==> src/rtl/instr_arb_pkg.sv <==
`default_nettype none
// +----------------------------------------------------------------------+
// | instr_arb_pkg : shared types and helpers for the instr-mem arbiter   |
// | Rev 1.0                                                              |
// +----------------------------------------------------------------------+
package instr_arb_pkg;

    typedef enum logic [1:0] {
        NONE = 2'b00,
        P0   = 2'b01,
        P1   = 2'b10
    } resp_sel_t;

    localparam int unsigned C_MAX_ADDR_W = 64;

    // Boot ROM lives in the upper half of the address space.
    function automatic logic is_boot(input logic [C_MAX_ADDR_W-1:0] addr,
                                     input int unsigned aw);
        return addr[aw-1];
    endfunction

endpackage
`default_nettype wire

==> src/rtl/instr_arb_starve_cnt.sv <==
`default_nettype none
// +----------------------------------------------------------------------+
// | instr_arb_starve_cnt : saturating denial counter for port 0          |
// | Rev 1.0                                                              |
// +----------------------------------------------------------------------+
module instr_arb_starve_cnt #(
    parameter int MAX_WAIT = 8
) (
    input  logic clk,
    input  logic rst,
    input  logic inc,
    input  logic clr,
    output logic expired
);
    localparam logic [7:0] C_LIMIT = 8'(MAX_WAIT);

    logic [7:0] r_cnt;

    always_ff @(posedge clk) begin
        if (rst) begin
            r_cnt <= 8'd0;
        end else if (clr) begin
            r_cnt <= 8'd0;
        end else if (inc && (r_cnt != C_LIMIT)) begin
            r_cnt <= r_cnt + 8'd1;
        end
    end

    assign expired = (r_cnt == C_LIMIT);

endmodule
`default_nettype wire

==> src/rtl/instr_mem_arbiter.sv <==
`default_nettype none
// +----------------------------------------------------------------------+
// | instr_mem_arbiter : two-port arbiter for instruction RAM / boot ROM  |
// | Rev 1.0                                                              |
// +----------------------------------------------------------------------+
module instr_mem_arbiter
    import instr_arb_pkg::*;
#(
    parameter int ADDR_WIDTH = 16,
    parameter int DATA_WIDTH = 32,
    parameter int MAX_WAIT   = 8
) (
    input  logic                    clk,
    input  logic                    rst,
    input  logic                    p0_req_i,
    input  logic [ADDR_WIDTH-1:0]   p0_addr_i,
    input  logic                    p0_we_i,
    input  logic [DATA_WIDTH/8-1:0] p0_be_i,
    input  logic [DATA_WIDTH-1:0]   p0_wdata_i,
    output logic                    p0_gnt_o,
    output logic                    p0_rvalid_o,
    output logic [DATA_WIDTH-1:0]   p0_rdata_o,
    input  logic                    p1_req_i,
    input  logic [ADDR_WIDTH-1:0]   p1_addr_i,
    input  logic                    p1_we_i,
    input  logic [DATA_WIDTH/8-1:0] p1_be_i,
    input  logic [DATA_WIDTH-1:0]   p1_wdata_i,
    output logic                    p1_gnt_o,
    output logic                    p1_rvalid_o,
    output logic [DATA_WIDTH-1:0]   p1_rdata_o,
    output logic                    mem_en_o,
    output logic [ADDR_WIDTH-1:0]   mem_addr_o,
    output logic                    mem_we_o,
    output logic [DATA_WIDTH/8-1:0] mem_be_o,
    output logic [DATA_WIDTH-1:0]   mem_wdata_o,
    input  logic [DATA_WIDTH-1:0]   mem_rdata_i,
    output logic                    wr_err_o
);
    localparam int BE_W = DATA_WIDTH / 8;

    logic                  w_expired;
    logic                  w_p0_gnt;
    logic                  w_p1_gnt;
    logic                  w_any_gnt;
    logic                  w_boot_wr;
    logic [ADDR_WIDTH-1:0] w_addr;
    logic                  w_we;
    logic [BE_W-1:0]       w_be;
    logic [DATA_WIDTH-1:0] w_wdata;
    resp_sel_t             r_resp_sel;
    logic                  r_wr_err;

    instr_arb_starve_cnt #(
        .MAX_WAIT (MAX_WAIT)
    ) u_starve_cnt (
        .clk     (clk),
        .rst     (rst),
        .inc     (p0_req_i && !w_p0_gnt),
        .clr     (!p0_req_i || w_p0_gnt),
        .expired (w_expired)
    );

    // Port 1 normally wins; an expired counter hands the cycle to port 0.
    always_comb begin
        w_p0_gnt  = p0_req_i && (!p1_req_i || w_expired);
        w_p1_gnt  = p1_req_i && !(p0_req_i && w_expired);
        w_any_gnt = w_p0_gnt || w_p1_gnt;
        w_addr    = p0_addr_i;
        w_we      = p0_we_i;
        w_be      = p0_be_i;
        w_wdata   = p0_wdata_i;
        if (w_p1_gnt) begin
            w_addr  = p1_addr_i;
            w_we    = p1_we_i;
            w_be    = p1_be_i;
            w_wdata = p1_wdata_i;
        end
        w_boot_wr = w_any_gnt && w_we &&
                    is_boot(C_MAX_ADDR_W'(w_addr), ADDR_WIDTH);
    end

    assign p0_gnt_o    = w_p0_gnt;
    assign p1_gnt_o    = w_p1_gnt;
    assign mem_en_o    = !rst && w_any_gnt && !w_boot_wr;
    assign mem_addr_o  = w_addr;
    assign mem_we_o    = w_we && !w_boot_wr;
    assign mem_be_o    = w_be;
    assign mem_wdata_o = w_wdata;

    always_ff @(posedge clk) begin
        if (rst) begin
            r_resp_sel <= NONE;
            r_wr_err   <= 1'b0;
        end else begin
            r_resp_sel <= w_p1_gnt ? P1 : (w_p0_gnt ? P0 : NONE);
            r_wr_err   <= w_boot_wr;
        end
    end

    assign p0_rvalid_o = (r_resp_sel == P0);
    assign p1_rvalid_o = (r_resp_sel == P1);
    assign p0_rdata_o  = mem_rdata_i;
    assign p1_rdata_o  = mem_rdata_i;
    assign wr_err_o    = r_wr_err;

endmodule
`default_nettype wire

==> config.mk <==
export PLATFORM = sky130hd
export DESIGN_NAME = instr_mem_arbiter
export DESIGN_NICKNAME = d
export VERILOG_FILES = /design/src/rtl/instr_arb_pkg.sv /design/src/rtl/instr_arb_starve_cnt.sv /design/src/rtl/instr_mem_arbiter.sv
export SDC_FILE = /design/constraint.sdc
export NUM_CORES = 1
export LEC_CHECK = 0
export BUFFER_PORTS_ARGS = -buffer_cell sky130_fd_sc_hd__clkbuf_2
export CAP_MARGIN = 20
export CORE_AREA = 2 2 103 105
export CTS_CLUSTER_DIAMETER = 40
export DETAILED_ROUTE_END_ITERATION = 7
export DIE_AREA = 0 0 105 107
export PLACE_DENSITY = 0.59
export SLEW_MARGIN = 30
export SYNTH_ARGS = -nofsm -noshare
export SYNTH_HDL_FRONTEND = slang
export SYNTH_SLANG_ARGS = --single-unit
==> constraint.sdc <==
create_clock -name clk -period 2.6 [get_ports clk]
set_input_delay 0.26 -clock clk [delete_from_list [all_inputs] [get_ports clk]]
set_output_delay 0.26 -clock clk [all_outputs]
set_load 0.005 [all_outputs]
# Word-level counts from Yosys, hierarchy flattened
# Cells that the tools add are included.
# totals
n_memories	0
output_inout_bits	123
register_bits	11
in_bits	142
mem_bits_ro	0
latch_bits	0
word_cells	36
ramBits	0
# classes
n_lt_le_gt_ge	0
add_sub_neg	1
shift	0
n_div	0
n_reduce_logical	21
eq_ne	4
bitwise_logic	0
muxes	6
mul	0
# op_table
op	n
$mux W32	1
$mux W16	1
$logic_and A1 B1 Y1	10
$add A8 B1 Y8 const B	1
$eq A8 B4 Y1 const B	1
$ne A8 B4 Y1 const B	1
$logic_not A1 Y1	6
$mux W4	1
$reduce_or A2 Y1	2
$logic_or A1 B1 Y1	3
$eq A2 B1 Y1 const B	1
$eq A2 B2 Y1 const B	1
$mux W1	2
$mux W2	1

# Longest topological paths before layout
# depth
ltp_word	9
depth_mapped	6

# Cells and area by module
# A second synthesis with hierarchy kept.
# hier_totals
hier_cells	193
area_unflattened_um2	1904.3
# modules_own_cells
module	n_inst	area_per_inst_um2	cells_each
instr_mem_arbiter	1	1492.7	144
instr_arb_starve_cnt	1	411.6	49

# Least setup slack after synthesis
# No wires, ideal clock.
# synth_path
kind	reg-to-output
start	register u_starve_cnt.r_cnt[0]
end	output mem_addr_o[0]
stages_incl_launch_ff	7
arrival_time_ns	1.980
path_slack_ns	0.360
cell_sequence	dfxtp_1 -> inv_1 -> ha_1 -> or4b_4 -> o31ai_4 -> buf_6 -> mux2_2
# synth_between
elab_chain_cells	5
# synth_rtl
element	line	source
from (decl)	instr_arb_starve_cnt.sv:17	logic [7:0] r_cnt;
from (signal assigned)	instr_arb_starve_cnt.sv:25	r_cnt <= r_cnt + 8'd1;
$eq A8 B4 Y1	instr_arb_starve_cnt.sv:29	assign expired = (r_cnt == C_LIMIT);
$logic_and A1 B1 Y1	instr_mem_arbiter.sv:66	w_p1_gnt = p1_req_i && !(p0_req_i && w_expired);
$logic_not A1 Y1	instr_mem_arbiter.sv:66	
$logic_and A1 B1 Y1	instr_mem_arbiter.sv:66	
$mux W16	instr_mem_arbiter.sv:72	if (w_p1_gnt) begin
to (decl)	instr_mem_arbiter.sv:32	output logic [ADDR_WIDTH-1:0] mem_addr_o,
# Every way passes these cells.

# Final worst setup path
# layout_path
start	register u_starve_cnt.r_cnt[0]
end	output mem_wdata_o[23]
# layout_between
elab_chain_cells	5
# layout_rtl
element	line	source
$eq A8 B4 Y1	instr_arb_starve_cnt.sv:29	
$logic_and A1 B1 Y1	instr_mem_arbiter.sv:66	
$logic_not A1 Y1	instr_mem_arbiter.sv:66	
$logic_and A1 B1 Y1	instr_mem_arbiter.sv:66	
$mux W32	instr_mem_arbiter.sv:72	
to (decl)	instr_mem_arbiter.sv:35	output logic [DATA_WIDTH-1:0] mem_wdata_o,
# Every way passes these cells.

==> summary.json <==
{
  "synthesis": {
    "most_used_standard_cells_in_the_synthesized_netlist": "buf_4 (64), mux2_2 (48), dfxtp_1 (11)",
    "yosys.cell_count.top_type": "buf_4",
    "postSynthRegisterBits": 11,
    "synth.yosys.seq_area_share_pct": 13.1,
    "synth_mux_area_share_pct": 36.5,
    "synthesis.nets": 332,
    "ys_dominant_reg_cell": "dfxtp_1",
    "synth_async_sr_flop_share_pct": 0,
    "yosys_cell_types": 25,
    "synth_top_cell_by_area": "mux2_2",
    "synth_top_area_share_pct": 32.0,
    "post_synth_and_or_nand_nor_area_fraction_pct": 8.98,
    "fraction_of_the_mapped_netlist_area_in_compound_gates_pct": 5.04,
    "yosys.area_share.xor_xnor_pct": 1.56,
    "synth_enable_flop_cells": 0,
    "syn_area_per_cell_um2": 8.97,
    "netlist_top_cells_area": "mux2_2 (32%), buf_4 (28%), dfxtp_1 (13%)",
    "synth_top_family_by_area": "multiplexers",
    "syn_inst": 188,
    "synthAdderAreaFrac_pct": 1.48,
    "post_synth_instance_area_um2": 1690,
    "yosysWarnings": 0
  },
  "clocking": {
    "tritoncts.num_buffers": 3,
    "cts_tree": "done",
    "cts_hold_buffers": 0,
    "cts_max_path_buffers": 2,
    "master_cell_of_the_clock_root_buffer": "clkbuf_8",
    "cts-htree-levels": 1,
    "clock_insertion_delay_worst_skew_ps": 230,
    "clk_transition_reported_paths_ps": 50,
    "clkSinkCount": 11
  },
  "final_layout": {
    "area_growth_pct": 40.0,
    "final_area_um2": 2360,
    "final_cells": 436,
    "final_core_util_pct": 23.4,
    "diodes": 0,
    "finish.net_count": 445,
    "share_of_post_route_cells_with_drive_strength_above_1_pct": 79.0
  },
  "detailed_routing": {
    "route.antenna.remaining_nets": 0,
    "detailroute.via_count": 1655,
    "drtIter0Drc": 48,
    "routed_wirelength_mm": 6.31,
    "wl_per_cell_um": 14.5,
    "drt-pass1-iter-count": 2,
    "vias_per_cell": 3.80,
    "drc": 0
  },
  "timing": {
    "tightestPinTransition_ps": 670,
    "finalSetupTns_ps": 0,
    "worst_slew_margin_relative_to_its_limit_pct": 55.3,
    "grt_setup_unrepaired": "yes",
    "clock.fmax_ghz": 0.391,
    "layout_worst_path_cycle_share_pct": 98.4,
    "slew_violations": 0,
    "skew_ps": 1.72,
    "finalWorstPathRequiredPeriod_ps": 2560,
    "setup_viol_count_final": 0,
    "hold_violations": 0
  },
  "power_and_ir_drop": {
    "irDropWorstVdd_mv": 0.165,
    "static-leakage-power_uw": 0.00122,
    "power-per-cell-area_nw_per_um2": 275
  },
  "status": {
    "status": "completed"
  },
  "global_route": {
    "grt.met2_usage_pct": 16.0,
    "grt_max_degree": 33,
    "grt.total_usage_pct": 9.57,
    "grt_util_met3_pct": 4.80,
    "busiest_layer": "met2",
    "gr_met1_demand_resource_pct": 11.4,
    "antenna_violations_before_repair": 1,
    "grt-ovfl-total": 0,
    "grt_first_pass_wirelength_mm": 8.45,
    "grt_pass1_vias": 1593
  },
  "die": {
    "ios": 265,
    "start_util_pct": 16.7,
    "die_x_um": 105,
    "number_of_placement_rows": 37,
    "fp.coreArea_um2": 10100,
    "die_area_um2": 11200,
    "die_y_um": 107
  },
  "min_path": {
    "timing.hold.worst.class": "primary input to flop"
  },
  "placed_design": {
    "place_inst": 425,
    "numPortBuffers": 168,
    "final_wtd_congestion": 0.782,
    "post-dp-hpwl_mm": 5.27,
    "placed_cell_area_um2": 2200
  },
  "setup_path": {
    "arrival_ps": 2300,
    "worst-setup-path-type": "flop to primary output",
    "cp.required_ps": 2340,
    "worst_setup_path_start_kind": "flop",
    "crit_path_max_fo": 8,
    "setup.worst_path.end_class": "primary output"
  },
  "flow_run": {
    "timing.max_cap.violations": 0
  }
}
-- sequential cells by signal (all words and copies together), names as in the netlist --
name                count
wr_err_o                1
r_resp_sel              2
u_starve_cnt.r_cnt      8
-- kinds of logic (layout without fill, tap and decap cells) --
family	count (synthesis)	in the layout
AO/OA/AOI/OAI	12	12
adder cells (fa/ha/maj)	2	2
multiplexers	55	55
AND/OR/NAND/NOR	29	29
XOR/XNOR	3	3
flip-flops	11	11
buffers and inverters	76	188
-- area by class of cell --
type / instances / area [µm²]
clock buffers: 4 / 45.0
fillers: 1109 / 7730
inverters: 7 / 26.3
multi-input cells: 101 / 911
flip-flops and latches: 11 / 225
well taps: 136 / 170
repair buffers: 177 / 983
-- per-stage QoR --
step	setup slack, ps	hold slack (ps)	power, µW
5_1_grt	-47.9	255	690
4_1_cts	9.45	253	635
2_1_floorplan	360	332	377
3_3_place_gp	259	471	461
3_5_place_dp	232	479	463
6_report	41.7	247	649
-- cells in the final DEF (no fill, tap or decap), types with 2 or more instances in the layout --
cell type / netlist / final
or3_1: 3 / 3
dfxtp_1: 11 / 9
mux2i_1: 3 / 3
buf_6: 5 / 2
clkbuf_16: 0 / 2
o21ai_0: 6 / 6
inv_1: 7 / 6
mux2_2: 48 / 48
clkbuf_2: 0 / 168
ha_1: 2 / 2
buf_4: 64 / 2
nand3_1: 6 / 6
mux2_1: 4 / 2
nor2b_1: 2 / 2
nand2_1: 7 / 7
buf_12: 0 / 2
xor2_1: 2 / 2
clkbuf_8: 0 / 3
nor2_1: 6 / 6
a21oi_1: 3 / 3
mux2_4: 0 / 2
-- metal layers --
| metal | part of all wire, % | vias up |
|---|---|---|
| li1 | - | 803 |
| met1 | 42 | 729 |
| met2 | 47 | 113 |
| met3 | 11 | 8 |
| met4 | 0.43 | 2 |
| met5 | 0.21 | - |
-- repair_timing --
action	CTS	global route
pin swaps	1	0
gates cloned	0	3
endpoints found under the setup margin	30	42
setup buffers	0	4
gates resized for setup	0	9
-- critical path: stages, from the launching register on --
cell       delay, ps
dfxtp_4          350
inv_2             40
ha_1             120
or4b_4           490
o31ai_4          300
buf_6            170
clkbuf_16        150
mux2_2           330
clkbuf_2         110
-- power by group --
group	internal [µW]	switching [µW]	leakage (µW)
clock	108	62.7	0.0000228
combinational	188	117	0.00111
sequential	171	1.96	0.0000905
total	467	182	0.00122
-- path summary, 6_finish.rpt --
path,startpoint,to,slack [ps],cells after the start
setup / recovery,u_starve_cnt.r_cnt[0],mem_wdata_o[23],40,8
hold / removal,rst,r_resp_sel[1],250,2
setup reg to reg,u_starve_cnt.r_cnt[0],wr_err_o,700,7
hold reg to reg,u_starve_cnt.r_cnt[7],u_starve_cnt.r_cnt[7],490,2
Power figures use the tool's default switching activity.
